==> src/rtl/multi_ctrl_fsm_pkg.sv <==
// Encodings shared by the multicycle RV32I control FSM and the branch/jump
// transfer logic: state codes, opcodes, funct fields and datapath selects.
package multi_ctrl_fsm_pkg;

   localparam int unsigned STATE_CODE_W = 6;

   typedef enum logic [STATE_CODE_W-1:0] {
      STATE_FETCH  = 6'd0,
      STATE_DECODE = 6'd1,
      STATE_LWSW   = 6'd2,
      STATE_LW     = 6'd3,
      STATE_LW_WB  = 6'd4,
      STATE_SW     = 6'd5,
      STATE_RTYPE  = 6'd6,
      STATE_IMM    = 6'd7,
      STATE_ALU_WB = 6'd8,
      STATE_BRANCH = 6'd9,
      STATE_JAL    = 6'd10,
      STATE_JALR   = 6'd11,
      STATE_LUI    = 6'd12,
      STATE_AUIPC  = 6'd13,
      STATE_MULDIV = 6'd14,
      STATE_ERROR  = 6'd63
   } state_t;

   localparam logic [6:0] OPC_LOAD   = 7'b0000011;
   localparam logic [6:0] OPC_STORE  = 7'b0100011;
   localparam logic [6:0] OPC_OP     = 7'b0110011;
   localparam logic [6:0] OPC_OP_IMM = 7'b0010011;
   localparam logic [6:0] OPC_BRANCH = 7'b1100011;
   localparam logic [6:0] OPC_JAL    = 7'b1101111;
   localparam logic [6:0] OPC_JALR   = 7'b1100111;
   localparam logic [6:0] OPC_LUI    = 7'b0110111;
   localparam logic [6:0] OPC_AUIPC  = 7'b0010111;

   localparam logic [6:0] F7_MULDIV  = 7'b0000001;

   localparam logic [2:0] F3_BEQ  = 3'b000;
   localparam logic [2:0] F3_BNE  = 3'b001;
   localparam logic [2:0] F3_BLT  = 3'b100;
   localparam logic [2:0] F3_BGE  = 3'b101;
   localparam logic [2:0] F3_BLTU = 3'b110;
   localparam logic [2:0] F3_BGEU = 3'b111;

   localparam logic [1:0] ALUOP_ADD    = 2'b00;
   localparam logic [1:0] ALUOP_BRANCH = 2'b01;
   localparam logic [1:0] ALUOP_FUNCT  = 2'b10;
   localparam logic [1:0] ALUOP_PASSB  = 2'b11;

   localparam logic [1:0] M2R_ALUOUT = 2'b00;
   localparam logic [1:0] M2R_MDR    = 2'b01;
   localparam logic [1:0] M2R_PC     = 2'b10;

   localparam logic [1:0] ORIGPC_PC4    = 2'b00;
   localparam logic [1:0] ORIGPC_BRANCH = 2'b01;
   localparam logic [1:0] ORIGPC_JAL    = 2'b10;
   localparam logic [1:0] ORIGPC_JALR   = 2'b11;

   localparam logic [1:0] ALUA_PCBACK = 2'b00;
   localparam logic [1:0] ALUA_RS1    = 2'b01;
   localparam logic [1:0] ALUA_PC     = 2'b10;
   localparam logic [1:0] ALUA_ZERO   = 2'b11;

   localparam logic [1:0] ALUB_RS2  = 2'b00;
   localparam logic [1:0] ALUB_FOUR = 2'b01;
   localparam logic [1:0] ALUB_IMM  = 2'b10;

endpackage

==> src/rtl/multi_ctrl_fsm_mem_wait_timer.sv <==
// Shared-memory wait timer: counts consecutive not-ready cycles of a memory
// phase and flags the cycle that would reach TIMEOUT (0 disables the timer).
// Ports: clk, rst_n; active = FSM is in a memory phase; ready = memory handshake;
//        expired_c = combinational timeout strobe for the next-state logic.
module mem_wait_timer #(
   parameter int unsigned TIMEOUT = 15
) (
   input  logic clk,
   input  logic rst_n,
   input  logic active,
   input  logic ready,
   output logic expired_c
);

   localparam int unsigned CNT_W = (TIMEOUT < 2) ? 1 : $clog2(TIMEOUT);
   localparam int unsigned LIMIT = (TIMEOUT == 0) ? 0 : TIMEOUT - 1;

   logic [CNT_W-1:0] cnt;
   logic             waiting_c;

   assign waiting_c = active && !ready;

   // Count stalled cycles; any ready or non-memory cycle restarts the count.
   always_ff @(posedge clk or negedge rst_n) begin
      if (!rst_n) begin
         cnt <= '0;
      end else if (waiting_c && (TIMEOUT != 0)) begin
         cnt <= cnt + CNT_W'(1);
      end else begin
         cnt <= '0;
      end
   end

   // Fires on the TIMEOUT-th consecutive stalled cycle.
   assign expired_c = (TIMEOUT != 0) && waiting_c && (cnt == CNT_W'(LIMIT));

endmodule

==> src/rtl/multi_ctrl_fsm.sv <==
// Main control FSM of the multicycle RV32I core: sequences fetch, decode,
// execute, memory and writeback, and drives every datapath enable and select.
// Optional feature: define RV32M_EN to route OP/funct7=0000001 through MULDIV.
// Ports: iCLK/iRST_n clock and async active-low reset; iOpcode/iFunct3/iFunct7
//        IR fields; iMemReady shared-memory handshake; iMulDivDone M-unit done;
//        oState/oCOrigPC to the transfer logic; oEscrevePC/oEscrevePCB/oEscreveIR
//        fetch writes; oIouD/oLeMem/oEscreveMem memory; oOrigAULA/oOrigBULA/oALUOp
//        ALU control; oMem2Reg/oEscreveReg register file; oError sticky error.
module multi_ctrl_fsm
   import multi_ctrl_fsm_pkg::*;
#(
   parameter int unsigned STATE_W  = 6,
   parameter int unsigned FETCH_TO = 15
) (
   input  logic               iCLK,
   input  logic               iRST_n,
   input  logic [6:0]         iOpcode,
   input  logic [2:0]         iFunct3,
   input  logic [6:0]         iFunct7,
   input  logic               iMemReady,
   input  logic               iMulDivDone,
   output logic [STATE_W-1:0] oState,
   output logic [1:0]         oCOrigPC,
   output logic               oEscrevePC,
   output logic               oEscrevePCB,
   output logic               oEscreveIR,
   output logic               oIouD,
   output logic               oLeMem,
   output logic               oEscreveMem,
   output logic [1:0]         oOrigAULA,
   output logic [1:0]         oOrigBULA,
   output logic [1:0]         oALUOp,
   output logic [1:0]         oMem2Reg,
   output logic               oEscreveReg,
   output logic               oError
);

   state_t state, state_nxt;
   logic   is_store;
   logic   error_q;
   logic   mem_phase_c, timeout_c, fetch_done_c;
   logic   le_mem_c, escreve_mem_c, escreve_reg_c, iou_d_c;
   logic [1:0] orig_a_c, orig_b_c, alu_op_c, mem2reg_c, corig_pc_c;
   logic   unused_c;

`ifdef RV32M_EN
   assign unused_c = ^iFunct3;
`else
   assign unused_c = ^{iFunct3, iMulDivDone};
`endif

   assign mem_phase_c = (state == STATE_FETCH) || (state == STATE_LW) || (state == STATE_SW);

   mem_wait_timer #(.TIMEOUT(FETCH_TO)) u_mem_wait_timer (
      .clk       (iCLK),
      .rst_n     (iRST_n),
      .active    (mem_phase_c),
      .ready     (iMemReady),
      .expired_c (timeout_c)
   );

   // State register; load/store direction is captured while the opcode is decoded.
   always_ff @(posedge iCLK or negedge iRST_n) begin
      if (!iRST_n) begin
         state    <= STATE_FETCH;
         is_store <= 1'b0;
         error_q  <= 1'b0;
      end else begin
         state   <= state_nxt;
         error_q <= (state_nxt == STATE_ERROR);
         if (state == STATE_DECODE) begin
            is_store <= (iOpcode == OPC_STORE);
         end
      end
   end

   // Next-state logic.
   always_comb begin
      state_nxt = state;
      case (state)
         STATE_FETCH: begin
            if (timeout_c)      state_nxt = STATE_ERROR;
            else if (iMemReady) state_nxt = STATE_DECODE;
         end
         STATE_DECODE: begin
            case (iOpcode)
               OPC_LOAD, OPC_STORE: state_nxt = STATE_LWSW;
               OPC_OP: begin
                  if (iFunct7 == F7_MULDIV) begin
`ifdef RV32M_EN
                     state_nxt = STATE_MULDIV;
`else
                     state_nxt = STATE_ERROR;
`endif
                  end else begin
                     state_nxt = STATE_RTYPE;
                  end
               end
               OPC_OP_IMM: state_nxt = STATE_IMM;
               OPC_BRANCH: state_nxt = STATE_BRANCH;
               OPC_JAL:    state_nxt = STATE_JAL;
               OPC_JALR:   state_nxt = STATE_JALR;
               OPC_LUI:    state_nxt = STATE_LUI;
               OPC_AUIPC:  state_nxt = STATE_AUIPC;
               default:    state_nxt = STATE_ERROR;
            endcase
         end
         STATE_LWSW: state_nxt = is_store ? STATE_SW : STATE_LW;
         STATE_LW: begin
            if (timeout_c)      state_nxt = STATE_ERROR;
            else if (iMemReady) state_nxt = STATE_LW_WB;
         end
         STATE_SW: begin
            if (timeout_c)      state_nxt = STATE_ERROR;
            else if (iMemReady) state_nxt = STATE_FETCH;
         end
         STATE_RTYPE, STATE_IMM: state_nxt = STATE_ALU_WB;
         STATE_LW_WB, STATE_ALU_WB, STATE_BRANCH, STATE_JAL,
         STATE_JALR, STATE_LUI, STATE_AUIPC: state_nxt = STATE_FETCH;
`ifdef RV32M_EN
         STATE_MULDIV: if (iMulDivDone) state_nxt = STATE_ALU_WB;
`endif
         STATE_ERROR: state_nxt = STATE_ERROR;
         default:     state_nxt = STATE_ERROR;
      endcase
   end

   // Output decode from the registered state; selects default to FETCH values.
   always_comb begin
      le_mem_c      = 1'b0;
      escreve_mem_c = 1'b0;
      escreve_reg_c = 1'b0;
      iou_d_c       = 1'b0;
      orig_a_c      = ALUA_PC;
      orig_b_c      = ALUB_FOUR;
      alu_op_c      = ALUOP_ADD;
      mem2reg_c     = M2R_ALUOUT;
      corig_pc_c    = ORIGPC_PC4;
      case (state)
         STATE_FETCH:  le_mem_c = 1'b1;
         STATE_DECODE: begin orig_a_c = ALUA_PCBACK; orig_b_c = ALUB_IMM; end
         STATE_LWSW:   begin orig_a_c = ALUA_RS1;    orig_b_c = ALUB_IMM; end
         STATE_LW:     begin le_mem_c = 1'b1; iou_d_c = 1'b1; end
         STATE_LW_WB:  begin escreve_reg_c = 1'b1; mem2reg_c = M2R_MDR; end
         STATE_SW:     begin escreve_mem_c = 1'b1; iou_d_c = 1'b1; end
         STATE_RTYPE:  begin orig_a_c = ALUA_RS1; orig_b_c = ALUB_RS2; alu_op_c = ALUOP_FUNCT; end
         STATE_IMM:    begin orig_a_c = ALUA_RS1; orig_b_c = ALUB_IMM; alu_op_c = ALUOP_FUNCT; end
         STATE_ALU_WB: escreve_reg_c = 1'b1;
         STATE_BRANCH: begin
            orig_a_c = ALUA_RS1; orig_b_c = ALUB_RS2; alu_op_c = ALUOP_BRANCH;
            corig_pc_c = ORIGPC_BRANCH;
         end
         STATE_JAL:    begin corig_pc_c = ORIGPC_JAL; escreve_reg_c = 1'b1; mem2reg_c = M2R_PC; end
         STATE_JALR: begin
            orig_a_c = ALUA_RS1; orig_b_c = ALUB_IMM; corig_pc_c = ORIGPC_JALR;
            escreve_reg_c = 1'b1; mem2reg_c = M2R_PC;
         end
         STATE_LUI: begin
            orig_a_c = ALUA_ZERO; orig_b_c = ALUB_IMM; alu_op_c = ALUOP_PASSB;
            escreve_reg_c = 1'b1;
         end
         STATE_AUIPC: begin
            orig_a_c = ALUA_PCBACK; orig_b_c = ALUB_IMM; escreve_reg_c = 1'b1;
         end
         default: ;
      endcase
   end

   // Fetch writes complete in the same cycle memory returns the instruction.
   assign fetch_done_c = iRST_n && (state == STATE_FETCH) && iMemReady;

   assign oState      = STATE_W'(state);
   assign oCOrigPC    = corig_pc_c;
   assign oEscrevePC  = fetch_done_c;
   assign oEscrevePCB = fetch_done_c;
   assign oEscreveIR  = fetch_done_c;
   assign oIouD       = iou_d_c;
   assign oLeMem      = iRST_n && le_mem_c;
   assign oEscreveMem = iRST_n && escreve_mem_c;
   assign oOrigAULA   = orig_a_c;
   assign oOrigBULA   = orig_b_c;
   assign oALUOp      = alu_op_c;
   assign oMem2Reg    = mem2reg_c;
   assign oEscreveReg = iRST_n && escreve_reg_c;
   assign oError      = error_q;

endmodule

==> config.mk <==
export PLATFORM = sky130hd
export DESIGN_NAME = multi_ctrl_fsm
export DESIGN_NICKNAME = d
export VERILOG_FILES = /design/src/rtl/multi_ctrl_fsm_pkg.sv /design/src/rtl/multi_ctrl_fsm_mem_wait_timer.sv /design/src/rtl/multi_ctrl_fsm.sv
export SDC_FILE = /design/constraint.sdc
export NUM_CORES = 1
export LEC_CHECK = 0
export CORE_MARGIN = 1
export CORE_UTILIZATION = 47
export DETAILED_ROUTE_END_ITERATION = 8
export PLACE_DENSITY_LB_ADDON = 0.15
export SYNTH_ARGS = -nofsm -noshare
export SYNTH_HDL_FRONTEND = slang
export SYNTH_SLANG_ARGS = --single-unit
==> constraint.sdc <==
create_clock -name iCLK -period 3.46 [get_ports iCLK]
set_input_delay 0.519 -clock iCLK [delete_from_list [all_inputs] [get_ports iCLK]]
set_output_delay 0.519 -clock iCLK [all_outputs]
set_load 0.005 [all_outputs]
==> results.cfg, run 1 <==
[synth]
syn-num-nets = 167
syn-cell-area_um2 = 1180
yosysSeqAreaShare_pct = 25.5
ys.flop_type = dfrtp_1
yosysWarnings = 0
synth.distinct_cells = 52
synth_top_area_share_pct = 25.5
synth_edf_count = 0
synth_cells = 144
synthTopCellsByArea = dfrtp_1 26%, nor2_1 4.8%, nand2_1 4.1%
synth_top_area_cell = dfrtp_1
async_reset_ff_share_pct = 100
yosys_register_bits = 12
synth.avg_cell_area_um2 = 8.17

[timing]
max_freq_mhz = 346
period_minus_slack_ns = 2.89
final-hold-violation-count = 0
period_share_pct = 83.6
slew_violations = 0
setup_viol = 0
max-slew-margin-rel_pct = 44.1
worst_slew_pin_slew_ns = 0.839
setup_tns_ns = 0
skew_ns = 0.00190
rsz0062_at_grt = no

[routing]
dr.pass1.iters = 4
vias = 1222
wl_per_cell_um = 14.3
wl_mm = 2.93
viasPerCell = 5.99
drt_iter0_drc = 35
ant_nets = 0
drc = 0

[global_routing]
antenna_found_initial = 0
grt_max_degree = 29
grt_overflow = 0
grt_pass1_wl_mm = 4.77
gr-usage-all-layers_pct = 23.3
grt_pass1_vias = 1055

[power_and_ir_drop]
powerDensity_nw_per_um2 = 165
peakVddDrop_v = 0.000195
p_leak_nw = 0.577

[critical_path]
cp_cell_sequence = nand2b_1 > inv_1 > o21ai_1 > a311oi_1 > clkdlybuf4s50_1
arrival_ns = 2.37
critPathCaptureType = primary output
crit_required_ns = 2.94
critical_path_class = reg2out
max_stage_delay_ns = 0.85
cpLargestDelayFamily = flip-flops
critical-path-slowest-cell = dfrtp_1
critPathBufInv = 2
cp_max_fo = 23
cp-start-kind = register

[placed_design]
io_buffers = 40
dp_hpwl_mm = 2.27
place.gp.congestion = 0.772
post-place-cells = 201

[layout]
layout_commonest_cell = clkdlybuf4s50_1
drive_above_1_share_pct = 6.82
area_growth_pct = 32.1
insertedDiodeCount = 0
layout_common_cells = 40 x clkdlybuf4s50_1, 15 x nor2_1, 13 x nand2_1, 12 x dfrtp_1, 8 x nand3_1
post-route-util_pct = 68.3
nets = 201
instances_no_fill = 204

[clock_network]
ctsHoldBuffers = 0
clockBufferDepth = 2
clkTransAtPathRegs_ns = 0.07
h-tree-depth = 1
post_cts_resized = 0
cts_made_buffers = 3
clock_latency_ns = 0.26
clock-sinks = 12
cts_setup_buffers = 0
cts_root_buf = clkbuf_4
cts_tree = built

[floorplanning]
chipWidth_um = 52.0
io_pins = 45
coreArea_um2 = 2280
initial_utilization_pct = 51.7
die-area_um2 = 2710
die_h_um = 52.0
num_rows = 17

[run_status]
status = finished, final reports clean

[run]
drv_cap = 0

[worst_hold_path]
hold_class = reg2reg
-- sequential cells by signal (all words and copies together) (netlist names) --
signal and flops:
u_mem_wait_timer.cnt 4, oError 1, oState 6, is_store 1
-- final timing paths --
kind / from / endpoint / slack (ns) / cells after the start
worst min-delay path: u_mem_wait_timer.cnt[0]$_DFF_PN0_ / u_mem_wait_timer.cnt[0]$_DFF_PN0_ / 0.50 / 1
min in group asynchronous: iRST_n / oError$_DFF_PN0_ / 0.62 / 2
worst max-delay path: oState[2]$_DFF_PN0_ / oOrigBULA[1] / 0.57 / 5
max in group asynchronous: iRST_n / u_mem_wait_timer.cnt[1]$_DFF_PN0_ / 2.68 / 2
worst min register to register: u_mem_wait_timer.cnt[0]$_DFF_PN0_ / u_mem_wait_timer.cnt[0]$_DFF_PN0_ / 0.50 / 1
worst max register to register: oState[1]$_DFF_PN0_ / oState[5]$_DFF_PN0_ / 1.52 / 4
-- power breakdown --
group | internal, W | switching, W | leakage [nW] | total [W]
Clock | 0.0000401 | 0.0000403 | 0.0138 | 0.0000804
Combinational | 0.0000217 | 0.0000145 | 0.438 | 0.0000362
Sequential | 0.000140 | 0 | 0.126 | 0.000140
Total | 0.000202 | 0.0000548 | 0.577 | 0.000257
-- cell families (layout without fill, tap and decap cells) --
group / count (synthesis) / after routing / synth area share, %
simple gates: 71 / 71 / 36.7
buf+inv: 19 / 51 / 10.0
fa+ha+maj: 2 / 2 / 2.13
xor+xnor: 5 / 5 / 3.72
flops: 12 / 12 / 25.5
compound gates: 35 / 35 / 21.9
-- per-layer routing --
| metal | wire length [um] | up-vias | share of wire [%] | track usage [%] |
|---|---|---|---|---|
| li1 | - | 586 | - | - |
| met1 | 1310 | 575 | 45 | 32.8 |
| met2 | 1440 | 61 | 49 | 39.5 |
| met3 | 178 | 0 | 6.1 | 1.17 |
| met4 | 0 | 0 | 0 | 4.05 |
| met5 | 0 | - | 0 | 0 |
-- Yosys cell counts (4+ instances only) --
cell      number
nand2b_1       4
inv_1          6
o21ai_0        5
buf_4          5
nor2_1        15
buf_2          4
nand3_1        8
nand2_1       13
dfrtp_1       12
o21ai_1        4
a21oi_1        6
-- through the flow --
| stage | total power [W] | hold slack, ns | setup WS, ns | cell area [um2] |
|---|---|---|---|---|
| finish | 0.000257 | 0.502 | 0.567 | 1550 |
| global route | 0.000267 | 0.515 | 0.433 | 1550 |
| CTS | 0.000259 | 0.508 | 0.571 | 1550 |
| detailed placement | 0.000179 | 0.499 | 0.800 | 1530 |
| global placement | 0.000178 | 0.468 | 0.813 | 1530 |
| floorplan | 0.000152 | 0.223 | 1.48 | 1180 |
-- final cells by class --
cell class	count	area, um2
multi-input combinational	113	758
fill	193	722
inverter	6	22.5
timing repair buffer	42	415
tap	28	35.0
clock buffer	3	22.5
sequential	12	300
Note: power is estimated with default switching activity, not from simulation.
==> run 2, diff against run 1 <==
Settings changed: CORE_UTILIZATION 47 to 44.
Clock period 3.46 ns to 2.7 ns, I/O delays scaled along.
==> results.cfg, run 2 (synthesized netlist as in run 1, its figures left out) <==
[run_status]
status = finished, final reports clean

[routing]
dr.pass1.iters = 6
wl_per_cell_um = 14.2
viasPerCell = 5.83
vias = 1231
ant_nets = 0
wl_mm = 3.01
drc = 0
drt_iter0_drc = 19

[power_and_ir_drop]
peakVddDrop_v = 0.000269
p_total_w = 0.000370
p_leak_nw = 0.601
powerDensity_nw_per_um2 = 230

[clock_network]
cts_tree = built
clock_latency_ns = 0.28
cts_made_buffers = 3
clock-sinks = 12
clkTransAtPathRegs_ns = 0.08
cts_setup_buffers = 0
ctsHoldBuffers = 0
post_cts_resized = 0
clockBufferDepth = 2
cts_root_buf = clkbuf_4
h-tree-depth = 1

[floorplanning]
initial_utilization_pct = 47.0
die_h_um = 53.7
die-area_um2 = 2880
chipWidth_um = 53.7
num_rows = 18
coreArea_um2 = 2500
io_pins = 45

[layout]
nets = 205
multi_input_area_um2 = 758
largest_reg_flops = 6
insertedDiodeCount = 0
layout_commonest_cell = clkdlybuf4s50_1
drive_above_1_share_pct = 11.6
area_growth_pct = 36.5
layout_common_cells = 40 x clkdlybuf4s50_1, 15 x nor2_1, 13 x nand2_1, 8 x nand3_1, 8 x dfrtp_1
fill_cells = 219
register_area_um2 = 305

[critical_path]
critical_path_class = reg2out
critPathBufInv = 1
max_stage_delay_ns = 0.55
arrival_ns = 2.12
cp_max_fo = 18
crit_required_ns = 2.30
cp-start-kind = register
cp_cell_sequence = or3_1 > a311oi_1 > clkdlybuf4s50_1
cpLargestDelayFamily = buffers and inverters
r2r_end = oState[3]$_DFF_PN0_
critPathCaptureType = primary output
ff2ff_path_depth = 5
r2r_slack_ns = 0.92
critical-path-slowest-cell = clkdlybuf4s50_1
r2r-start = oState[1]$_DFF_PN0_

[global_routing]
grt_overflow = 0
use_met3_pct = 1.13
grt_max_degree = 20
grt_pass1_wl_mm = 5.13
gr-usage-all-layers_pct = 24.2
gr-usage-met2_pct = 39.9
antenna_found_initial = 0
grt_util_met1_pct = 32.5
grt_busiest_layer = met2
grt_pass1_vias = 1154

[timing]
period_minus_slack_ns = 2.52
final-hold-violation-count = 0
setup_tns_ns = 0
max-slew-margin-rel_pct = 66.1
worst_slew_pin_slew_ns = 0.502
slew_violations = 0
setup_viol = 0
skew_ns = 0.00744
rsz0062_at_grt = no
max_freq_mhz = 397
period_share_pct = 93.4

[placed_design]
io_buffers = 40
dp_hpwl_mm = 2.33
place.gp.congestion = 0.800

[worst_hold_path]
hold_class = in2async

[run]
drv_cap = 0
==> run 2: cell types whose count changed in the layout (fill, tap and decap cells not counted), sizes merged <==
cell,change
buf,+4
clkbuf,+1
==> run 2: layer usage <==
layer / wire length (um) / share of wire [%]
met1: 1400 / 47
met2: 1450 / 48
met3: 105 / 3.5
met4: 45 / 1.5
met5: 0 / 0
==> run 2: power by group <==
part	switching [W]	internal [W]
registers	0	0.000180
clock network	0.0000612	0.0000821
logic	0.0000183	0.0000287
total	0.0000795	0.000290
==> run 2: layout make-up <==
class                      count  share of cell area, %
tap                           30                   2.34
multi-input combinational    113                   47.2
timing repair buffer          46                   27.7
clock buffer                   4                   2.26
sequential                    12                   19.0
inverter                       6                   1.40
==> run 2: metrics by stage <==
| step | worst slack [ns] | hold WS [ns] | utilization [%] | cells | cell area, um2 |
|---|---|---|---|---|---|
| floorplan | 0.833 | 0.109 | - | 144 | 1180 |
| finish | 0.178 | 0.455 | 64.2 | 211 | 1610 |
| global route | 0.0872 | 0.482 | 64.2 | 211 | 1610 |
| detailed placement | 0.256 | 0.483 | 62.6 | 207 | 1560 |
| CTS | 0.0233 | 0.459 | 64.0 | 211 | 1600 |
| global placement | 0.332 | 0.470 | 62.6 | 207 | 1560 |
==> run 2: worst max path at each step <==
stage,start,to,slack [ns],cells after the start
2_1_floorplan,oState[5]$_DFF_PN0_,oEscrevePC,0.83,4
3_5_place_dp,iRST_n,oEscrevePCB,0.26,4
5_1_grt,oState[5]$_DFF_PN0_,oEscrevePCB,0.09,4
6_report,oState[2]$_DFF_PN0_,oOrigBULA[1],0.18,3
4_1_cts,oState[2]$_DFF_PN0_,oOrigBULA[1],0.02,5
3_3_place_gp,iRST_n,oEscrevePC,0.33,4
==> run 2: worst register-to-register path: cells and delay by family (launching register included) <==
family,cells,cell delay [ns]
and+or+nand+nor,3,0.75
DFF,1,0.53
buffers and inverters,1,0.23
AOI/OAI and AO/OA,1,0.20
